==> config.mk <==
export PLATFORM = sky130hd
export DESIGN_NAME = cpu2core_sysid_regs
export DESIGN_NICKNAME = d
export VERILOG_FILES = /design/src/rtl/cpu2core_sysid_regs.sv
export SDC_FILE = /design/constraint.sdc
export NUM_CORES = 1
export LEC_CHECK = 0
export ABC_AREA = 1
export CAP_MARGIN = 20
export CORE_MARGIN = 2
export CORE_UTILIZATION = 55
export DETAILED_ROUTE_END_ITERATION = 8
export GPL_TIMING_DRIVEN = 1
export PLACE_DENSITY = 0.76
export RECOVER_POWER = 100
export SETUP_SLACK_MARGIN = 0.15
export SLEW_MARGIN = 20
export SYNTH_ARGS = -nofsm -noshare
export SYNTH_HDL_FRONTEND = slang
export SYNTH_SLANG_ARGS = --single-unit
==> constraint.sdc <==
create_clock -name clock -period 7.8 [get_ports clock]
set_clock_uncertainty 0.1 [all_clocks]
set_input_delay 1.56 -clock clock [delete_from_list [all_inputs] [get_ports clock]]
set_output_delay 1.56 -clock clock [all_outputs]
set_load 0.05 [all_outputs]
==> src/rtl/cpu2core_sysid_regs.sv <==
// cpu2core_sysid_regs: system-ID / housekeeping slave on the shared Avalon-MM bus.
// Provides ID, build timestamp and configuration words, a 64-bit uptime counter
// with a coherent high-word shadow, per-core ready flags and scratch registers.
// Reads are registered with a fixed latency of one cycle; there is no waitrequest.
module cpu2core_sysid_regs #(
  parameter logic [31:0] SYSID_ID        = 32'h0000_0000,
  parameter logic [31:0] SYSID_TIMESTAMP = 32'd1446555800,
  parameter int          NUM_CORES       = 2,   // 1..32
  parameter int          SCRATCH_WORDS   = 4,   // 1..8
  parameter int          ADDR_W          = 4    // fixed at 4
) (
  input  logic              clock,
  input  logic              reset,
  input  logic [ADDR_W-1:0] address,
  input  logic              read,
  input  logic              write,
  input  logic [31:0]       writedata,
  output logic [31:0]       readdata,
  output logic              readdatavalid
);

  // Word addresses of the fixed registers
  localparam logic [3:0] ADDR_ID        = 4'd0;
  localparam logic [3:0] ADDR_TIMESTAMP = 4'd1;
  localparam logic [3:0] ADDR_CONFIG    = 4'd2;
  localparam logic [3:0] ADDR_UP_LO     = 4'd3;
  localparam logic [3:0] ADDR_UP_HI     = 4'd4;
  localparam logic [3:0] ADDR_READY_SET = 4'd5;
  localparam logic [3:0] ADDR_READY_CLR = 4'd6;

  // Configuration word: core count, scratch count, block version
  localparam logic [7:0]  CFG_CORES   = 8'(NUM_CORES);
  localparam logic [7:0]  CFG_SCRATCH = 8'(SCRATCH_WORDS);
  localparam logic [15:0] CFG_VERSION = 16'h0002;
  localparam logic [31:0] CONFIG_WORD = {CFG_CORES, CFG_SCRATCH, CFG_VERSION};
  localparam logic [3:0]  SCR_COUNT   = 4'(SCRATCH_WORDS);

  logic [63:0]          uptime;
  logic [31:0]          uptime_hi_shadow;
  logic [NUM_CORES-1:0] ready;
  // Scratch storage is sized to the full 8-word window; entries beyond
  // SCRATCH_WORDS are never written and stay at zero.
  logic [31:0]          scratch [8];

  logic [2:0]  scr_idx;
  logic        scr_hit;
  logic        wr_en;
  logic        rd_en;
  logic [31:0] rd_value;

  // Address decode helpers; a read wins over a simultaneous write
  always_comb begin
    scr_idx = address[2:0];
    scr_hit = address[3] && ({1'b0, address[2:0]} < SCR_COUNT);
    rd_en   = read;
    wr_en   = write && !read;
  end

  // Read data multiplexer, sampled into readdata on an accepted read
  always_comb begin
    rd_value = 32'd0;
    case (address)
      ADDR_ID:        rd_value = SYSID_ID;
      ADDR_TIMESTAMP: rd_value = SYSID_TIMESTAMP;
      ADDR_CONFIG:    rd_value = CONFIG_WORD;
      ADDR_UP_LO:     rd_value = uptime[31:0];
      ADDR_UP_HI:     rd_value = uptime_hi_shadow;
      ADDR_READY_SET: rd_value = 32'(ready);
      ADDR_READY_CLR: rd_value = 32'(ready);
      default: begin
        if (scr_hit) begin
          rd_value = scratch[scr_idx];
        end else begin
          rd_value = 32'd0;
        end
      end
    endcase
  end

  // Free-running uptime counter; a write to UPTIME_LO restarts it from zero
  always_ff @(posedge clock) begin
    if (reset) begin
      uptime <= 64'd0;
    end else if (wr_en && (address == ADDR_UP_LO)) begin
      uptime <= 64'd0;
    end else begin
      uptime <= uptime + 64'd1;
    end
  end

  // High-word shadow captured by the same read that returns the low word
  always_ff @(posedge clock) begin
    if (reset) begin
      uptime_hi_shadow <= 32'd0;
    end else if (rd_en && (address == ADDR_UP_LO)) begin
      uptime_hi_shadow <= uptime[63:32];
    end else begin
      uptime_hi_shadow <= uptime_hi_shadow;
    end
  end

  // Per-core ready flags: write-1-to-set at READY_SET, write-1-to-clear at READY_CLR
  always_ff @(posedge clock) begin
    if (reset) begin
      ready <= '0;
    end else if (wr_en && (address == ADDR_READY_SET)) begin
      ready <= ready | writedata[NUM_CORES-1:0];
    end else if (wr_en && (address == ADDR_READY_CLR)) begin
      ready <= ready & ~writedata[NUM_CORES-1:0];
    end else begin
      ready <= ready;
    end
  end

  // Scratch registers; writes outside the implemented range are dropped
  always_ff @(posedge clock) begin
    if (reset) begin
      for (int i = 0; i < 8; i++) begin
        scratch[i] <= 32'd0;
      end
    end else if (wr_en && scr_hit) begin
      scratch[scr_idx] <= writedata;
    end else begin
      for (int i = 0; i < 8; i++) begin
        scratch[i] <= scratch[i];
      end
    end
  end

  // Registered read response; readdata holds between accepted reads
  always_ff @(posedge clock) begin
    if (reset) begin
      readdata      <= 32'd0;
      readdatavalid <= 1'b0;
    end else if (rd_en) begin
      readdata      <= rd_value;
      readdatavalid <= 1'b1;
    end else begin
      readdata      <= readdata;
      readdatavalid <= 1'b0;
    end
  end

endmodule

==> results.md, run 1 <==
- Status: complete, but fails checks
- Failing checks: max-capacitance violations, max-slew violations
- Worst-path clk slew: ~0.060 ns
- Post-CTS Hold Fix Bufs: 0
- N_diodes: 0
- Synth Net Count: 1596
- Die Span Y: roughly 150 um
- Vias in the first global route: about 10k
- Commonest non-fill, non-tap cell in the layout: nand2_1
- Top FF cell, synth: dfxtp_1
- Area growth syn-to-layout: 14.3%
- Die area: about 0.023 mm2
- Largest net degree at the start of global routing: 77
- Synth Register Bits: approximately 260
- Die Width: approximately 150 um
- CTS tree: built
- Largest family of logic cells by synthesized area: simple AND/OR/NAND/NOR gates
- XOR/XNOR share of the synthesized area: less than 1%
- Non-Filler Instances: roughly 1.9k
- Pleak: a little over 5 nW
- Adder-cell share of the synthesized area: less than 1%
- Initial core utilization: 56.2%
- Simple-Gate Fraction of Synth Area: between 20% and 30%
- Drt first pass iters: 6
- Fmax: around 170 MHz
- Nets: between 1.5k and 2k
- Total track usage: 28.6%
- DRC Markers: 0
- Top cells by area in the synthesized netlist: edfxtp_1, dfxtp_1, nand2_1, nor2_1, inv_1
- Via count: between 10k and 15k
- Worst hold slack: 0.349 ns
- Async SR Flop Fraction: 0%
- ANT nets after route: 0
- Post_cts resized: 0
- Grt ovf: 0
- VDD IR max: between 200 and 300 uV
- Slew headroom: -34.3%
- Reg power frac: ~48%
- Worst skew pair latency: around 0.57 ns
- Total wire length: 33900 um
- Placer Congestion: 0.957
- Final Max Slew Viols: 43
- CTS Sinks: roughly 260
- Dpl cell area: 0.0131 mm2
- Syn Inst Count: between 1.5k and 2k
- Sw Share: roughly a quarter
- Critical Path Start Type: primary input
- WS Path Type: primary input to flip-flop
- Setup bufs post-CTS: 0
- EDFF count, synth: between 100 and 150
- Yosys top cell area share: between 30% and 40%
- HPWL after detailed placement: about 23000 um
- I/O pin total: 73
- Avg WL per Cell: between 15 and 20 um
- First-pass GRT wire length: between 50000 and 60000 um
- Initial antenna violation count: 0
- Int Pwr: 2.39 mW
- Yosys warns: 0
- Pwr dens: around 220 mW/mm2
- Final Hold Fails: 0
- Initial DRC count: between 900 and 1k
- Placed Cells: between 1.5k and 2k
- RSZ-0062 raised after global routing: false
- Final setup fails: 0
- Max FO, Critical Path: 39
- Final period util: between 70% and 80%
- Clk network pwr share: around 45%
- Site Rows: 54
- Min Tclk post-route: 5.87 ns
- Final TNS setup: 0 ns
- Design Area, Final: roughly 0.014 mm2
- Layout cells sized above 1: about 6%
- Cts bufs inserted: 28
- Final worst setup slack: 1.93 ns
- Post-synthesis sequential area ratio: roughly 53%
- Synth area leader: edfxtp_1
- Pre-CTS WS: 2.75 ns
- CTS HTree Levels: 1
- Mapped cell area: 0.0123 mm2
- Max-Cap Viols: 1
- Req. time, crit path: roughly 8 ns
- Storage cell area: about 0.0065 mm2
- Root buffer cell: clkbuf_16
- Overall power: around 3.1 mW
- Most frequent cells in the layout: nand2_1, nor2_1, inv_1, dfxtp_1, edfxtp_1
- PortBufs: 72
- Synth Area in Compound Gates: between 10% and 20%
- Core box area: approximately 0.022 mm2
- Worst Tran Pin Value: approximately 2.0 ns
- Setup crit end kind: flip-flop
- Fin util: between 60 and 70%
- Max Root-Sink Buffers: 3
- Area of the multi-input gates: 0.00477 mm2
- Mux cell area share after synthesis: 0%
- Via-to-Cell Ratio: about 5.5
- Synthesized area per cell: about 8 um2
- Synth cell types: 35
- Filler cells: 1883
- Worst EP arrival: around 6.2 ns
- Worst min path class: flip-flop to flip-flop
- Sw power: approximately 740 uW
- Comb pwr share: around 7%
registers in the layout, indices dropped and copies added (netlist names), named ones only:
| signal | count |
|---|---|
| readdatavalid | 1 |
| uptime | 64 |
| scratch | 128 |
| readdata | 32 |
| uptime_hi_shadow | 32 |
power groups by stage:
stage / registers, mW / logic, mW / clock network (mW)
after floorplan: 1.56 / 0.111 / 0
after global placement: 1.52 / 0.225 / 0
after detailed placement: 1.53 / 0.229 / 0
after CTS: 1.50 / 0.231 / 1.42
after global routing: 1.50 / 0.246 / 1.48
final: 1.50 / 0.226 / 1.41
synth_stat cells (4+ instances only):
cell / number
inv_2: 7
buf_2: 17
o21ai_0: 60
nor2_2: 17
nand4_1: 31
nor2_4: 7
edfxtp_1: 128
a22oi_1: 33
o22ai_1: 14
buf_6: 13
nor2_1: 319
xor2_1: 4
nand3_1: 52
a21oi_1: 101
inv_1: 162
dfxtp_1: 131
nand2_1: 378
nand2_4: 6
buf_4: 6
nand2_2: 8
clkbuf_1: 24
o21ai_1: 18
cell families after synthesis:
group | count (synthesis)
XOR/XNOR | 4
adder cells (fa/ha/maj) | 1
flip-flops | 259
AO/OA/AOI/OAI | 235
buffers and inverters | 230
AND/OR/NAND/NOR | 826
final cells by class:
type	count	share of cell area (%)
flip-flops and latches	259	46.2
multi-input cells	1066	34.1
repair buffers	84	5.67
clock buffers	34	5.30
inverters	169	4.53
well taps	280	2.50
clock inverters	18	1.79
worst paths after layout:
check | from | endpoint | slack [ns] | cells past startpoint
setup / recovery | address[0] | uptime[31] | 1.93 | 7
hold / removal | uptime_hi_shadow[2] | uptime_hi_shadow[2] | 0.35 | 2
setup reg to reg | uptime[1] | uptime[60] | 5.65 | 8
hold reg to reg | uptime_hi_shadow[2] | uptime_hi_shadow[2] | 0.35 | 2
worst max-delay path, stage by stage:
cell and delay (ns):
dlygate4sd3_1 0.63, nand2_1 0.11, inv_1 0.89, nand2_1 0.90, o21ai_4 1.10, clkbuf_1 0.80
nor2_1 0.13
per-layer routing:
metal	GRT usage [%]	vias up	routed length, um
met3	4.56	91	2800
li1	-	5127	-
met2	46.2	452	15700
met4	11.9	0	1560
met1	38.6	4894	13800
met5	0	-	0
No activity file was read; power rests on OpenSTA's default activity.
==> run 2, diff against run 1 <==
- CORE_UTILIZATION: 55 -> 52
- PLACE_DENSITY: 0.76 -> 0.75
- clock period: 7.8 -> 4.8 ns (I/O delays scaled with it)
==> run 2 against run 1 <==
The run now ends clean. Sequential cell count stayed put. Sequential share of layout area is 0.22 points lower. Cell area is 0.48% higher. Cell count is 2.5% higher. Power is 56% higher. Register-to-register slack worse by 3.0 ns. Non-clock buffer count is 9 higher. Largest power group unchanged.
==> results.md, run 2 (synthesis results as in run 1) <==
- Status: completed (was complete, but fails checks)
- Comb pwr share: 7.6% (was 7.2%)
- Final TNS setup: 0 ns (unchanged)
- Largest stage delay, worst path: 0.91 ns (was 1.10 ns)
- Worst hold slack: 0.353 ns (was 0.349 ns)
- Most frequent cells in the layout: nand2_1, nor2_1, inv_1, dfxtp_1, edfxtp_1 (unchanged)
- Cts bufs inserted: 28 (unchanged)
- Slew headroom: 10.3% (was -34.3%)
- Drt first pass iters: 5 (was 6)
- Post-CTS Hold Fix Bufs: 0 (unchanged)
- VDD IR max: 315 uV (was 271 uV)
- Max Root-Sink Buffers: 3 (unchanged)
- Max-Cap Viols: 0 (was 1)
- Final Hold Fails: 0 (unchanged)
- Die area: 0.0248 mm2 (was 0.0235 mm2)
- Placer Congestion: 0.969 (was 0.957)
- Initial core utilization: 52.5% (was 56.2%)
- Final Max Slew Viols: 0 (was 43)
- Sw Share: 24.2% (was 23.6%)
- Min Tclk post-route: 3.60 ns
- Worst EP arrival: 3.76 ns (was 6.16 ns)
- Crit-path most repeated cell: nand2_1 (unchanged)
- N_diodes: 0 (unchanged)
- Setup bufs post-CTS: 0 (unchanged)
- Crit path launch: address[2] (was address[0])
- Avg WL per Cell: 17.1 um (was 17.7 um)
- R2r setup slk: 2.62 ns (was 5.65 ns)
- DRC Markers: 0 (unchanged)
- Sw power: 1.19 mW (was 741 uW)
- Worst Tran Pin Value: 1.34 ns (was 2.01 ns)
- Root buffer cell: clkbuf_16 (unchanged)
- Via count: 10.6k (about the same)
- Final period util: between 70% and 80%
- Crit Reg-Reg Endpoint: uptime[60] (unchanged)
- Reg power frac: 49.7% (was 47.8%)
- Post_cts resized: 0 (unchanged)
- Int Pwr: 3.71 mW (was 2.39 mW)
- Biggest register: scratch (unchanged)
- Via-to-Cell Ratio: 5.44 (was 5.53)
- HPWL after detailed placement: 23500 um (was 23400 um)
- Setup crit end kind: flip-flop (unchanged)
- Site Rows: 56 (was 54)
- CTS HTree Levels: 1 (unchanged)
- Area growth syn-to-layout: 14.8% (was 14.3%)
- Initial antenna violation count: 0 (unchanged)
- Total track usage: 27.4% (was 28.6%)
- Hold Path End: uptime_hi_shadow[2] (unchanged)
- Core box area: 0.0233 mm2 (was 0.0218 mm2)
- CP cell instances: dlygate4sd3_1 -> nor4_4 -> nand2_1 -> nand2_1 -> buf_4 (was dlygate4sd3_1 -> nand2_1 -> inv_1 -> nand2_1 -> o21ai_4 -> clkbuf_1 -> nor2_1)
- I/O pin total: 73 (unchanged)
- Total wire length: 33500 um (was 33900 um)
- Final setup fails: 0 (unchanged)
- Commonest non-fill, non-tap cell in the layout: nand2_1 (unchanged)
- Pwr dens: 348 mW/mm2 (was 224 mW/mm2)
- Fin util: 60.3% (was 64.2%)
- Nets: 1658 (was 1649)
- Req. time, crit path: 4.95 ns (was 8.09 ns)
- Biggest regs: scratch (128), uptime (64) (unchanged)
- RSZ-0062 raised after global routing: false (unchanged)
- Initial DRC count: 932 (was 912)
- Die Span Y: 158 um (was 153 um)
- Hold depth: 2 (unchanged)
- Layout cells sized above 1: 6.29% (was 6.01%)
- Vias in the first global route: 10.1k (about the same)
- CTS Sinks: 259 (unchanged)
- Min-delay src: uptime_hi_shadow[2] (unchanged)
- Largest net degree at the start of global routing: 76 (was 77)
- Pleak: 5.19 nW (was 5.14 nW)
- Filler cells: 2098 (was 1883)
- Die Width: 158 um (was 153 um)
- PortBufs: 72 (unchanged)
- Critical Path Start Type: primary input (unchanged)
- Max reg flops: 128 (unchanged)
- WS Path Type: primary input to flip-flop (unchanged)
- Max FO, Critical Path: 33 (was 39)
- Fmax: 277 MHz
- ANT nets after route: 0 (unchanged)
- Worst skew pair latency: 0.58 ns (was 0.57 ns)
- Reg2reg path depth: 8 (unchanged)
- CTS tree: built (unchanged)
- Worst min path class: flip-flop to flip-flop (unchanged)
- Crit-path slowest cell: nand2_1 (was o21ai_4)
- Worst-path clk slew: 0.06 ns (about the same)
- First-pass GRT wire length: 53100 um (was 53600 um)
- Grt ovf: 0 (unchanged)
- Clk network pwr share: 42.7% (was 45.0%)
- R2R Path Start: uptime[0] (was uptime[1])
-- run 2: cell count changes in the layout (fill, tap and decap cells not counted), moves of 3 or more --
| cell | previous run | this run |
|---|---|---|
| buf_4 | 9 | 16 |
| nand2_1 | 383 | 379 |
| nand2_4 | 2 | 5 |
| bufinv_16 | 5 | 2 |
| clkinv_1 | 1 | 4 |
| buf_12 | 0 | 3 |
-- run 2: worst max-delay path: cells and delay by family --
family,cells,cell delay (ns)
buf+inv,2,0.98
simple gates,3,1.79
-- run 2: metrics by stage --
stage | area [um2] | std cells | setup WS [ns] | total power, mW
2_1_floorplan | 12300 | 1555 | 1.72 | 2.71
3_3_place_gp | 13200 | 1906 | 0.946 | 2.85
3_5_place_dp | 13200 | 1906 | 0.939 | 2.86
4_1_cts | 14100 | 1957 | 1.53 | 4.93
5_1_grt | 14100 | 1957 | 0.963 | 5.05
6_report | 14100 | 1957 | 1.20 | 4.90
-- run 2: cell type report --
| class | count | area [um2] | area share [%] |
|---|---|---|---|
| flip-flops and latches | 259 | 6470 | 45.9 |
| multi-input cells | 1066 | 4780 | 34.0 |
| repair buffers | 93 | 903 | 6.42 |
| clock buffers | 34 | 733 | 5.21 |
| inverters | 169 | 634 | 4.51 |
| well taps | 319 | 399 | 2.84 |
| clock inverters | 17 | 160 | 1.14 |
-- run 2: worst max path at each step --
stage	end	slack (ns)	cells past startpoint
after CTS	scratch[3][12]	1.53	6
after floorplan	scratch[0][0]	1.72	5
after detailed placement	scratch[3][12]	0.94	6
final	scratch[1][28]	1.20	5
after global placement	scratch[0][13]	0.95	5
after global routing	uptime_hi_shadow[5]	0.96	9
-- run 2: power by group through the flow --
| stage | clock network, mW | registers [mW] | logic, mW |
|---|---|---|---|
| 2_1_floorplan | 0 | 2.53 | 0.181 |
| 3_3_place_gp | 0 | 2.48 | 0.372 |
| 3_5_place_dp | 0 | 2.48 | 0.376 |
| 4_1_cts | 2.11 | 2.43 | 0.379 |
| 5_1_grt | 2.20 | 2.44 | 0.406 |
| 6_report | 2.09 | 2.43 | 0.371 |
-- run 2: metal layers --
metal	global-route usage, %	up-vias	share of wire (%)
met5	0	-	0
met4	7.71	0	2.8
met3	3.03	75	6.8
met2	45.6	428	47
met1	37.9	4998	43
li1	-	5140	-
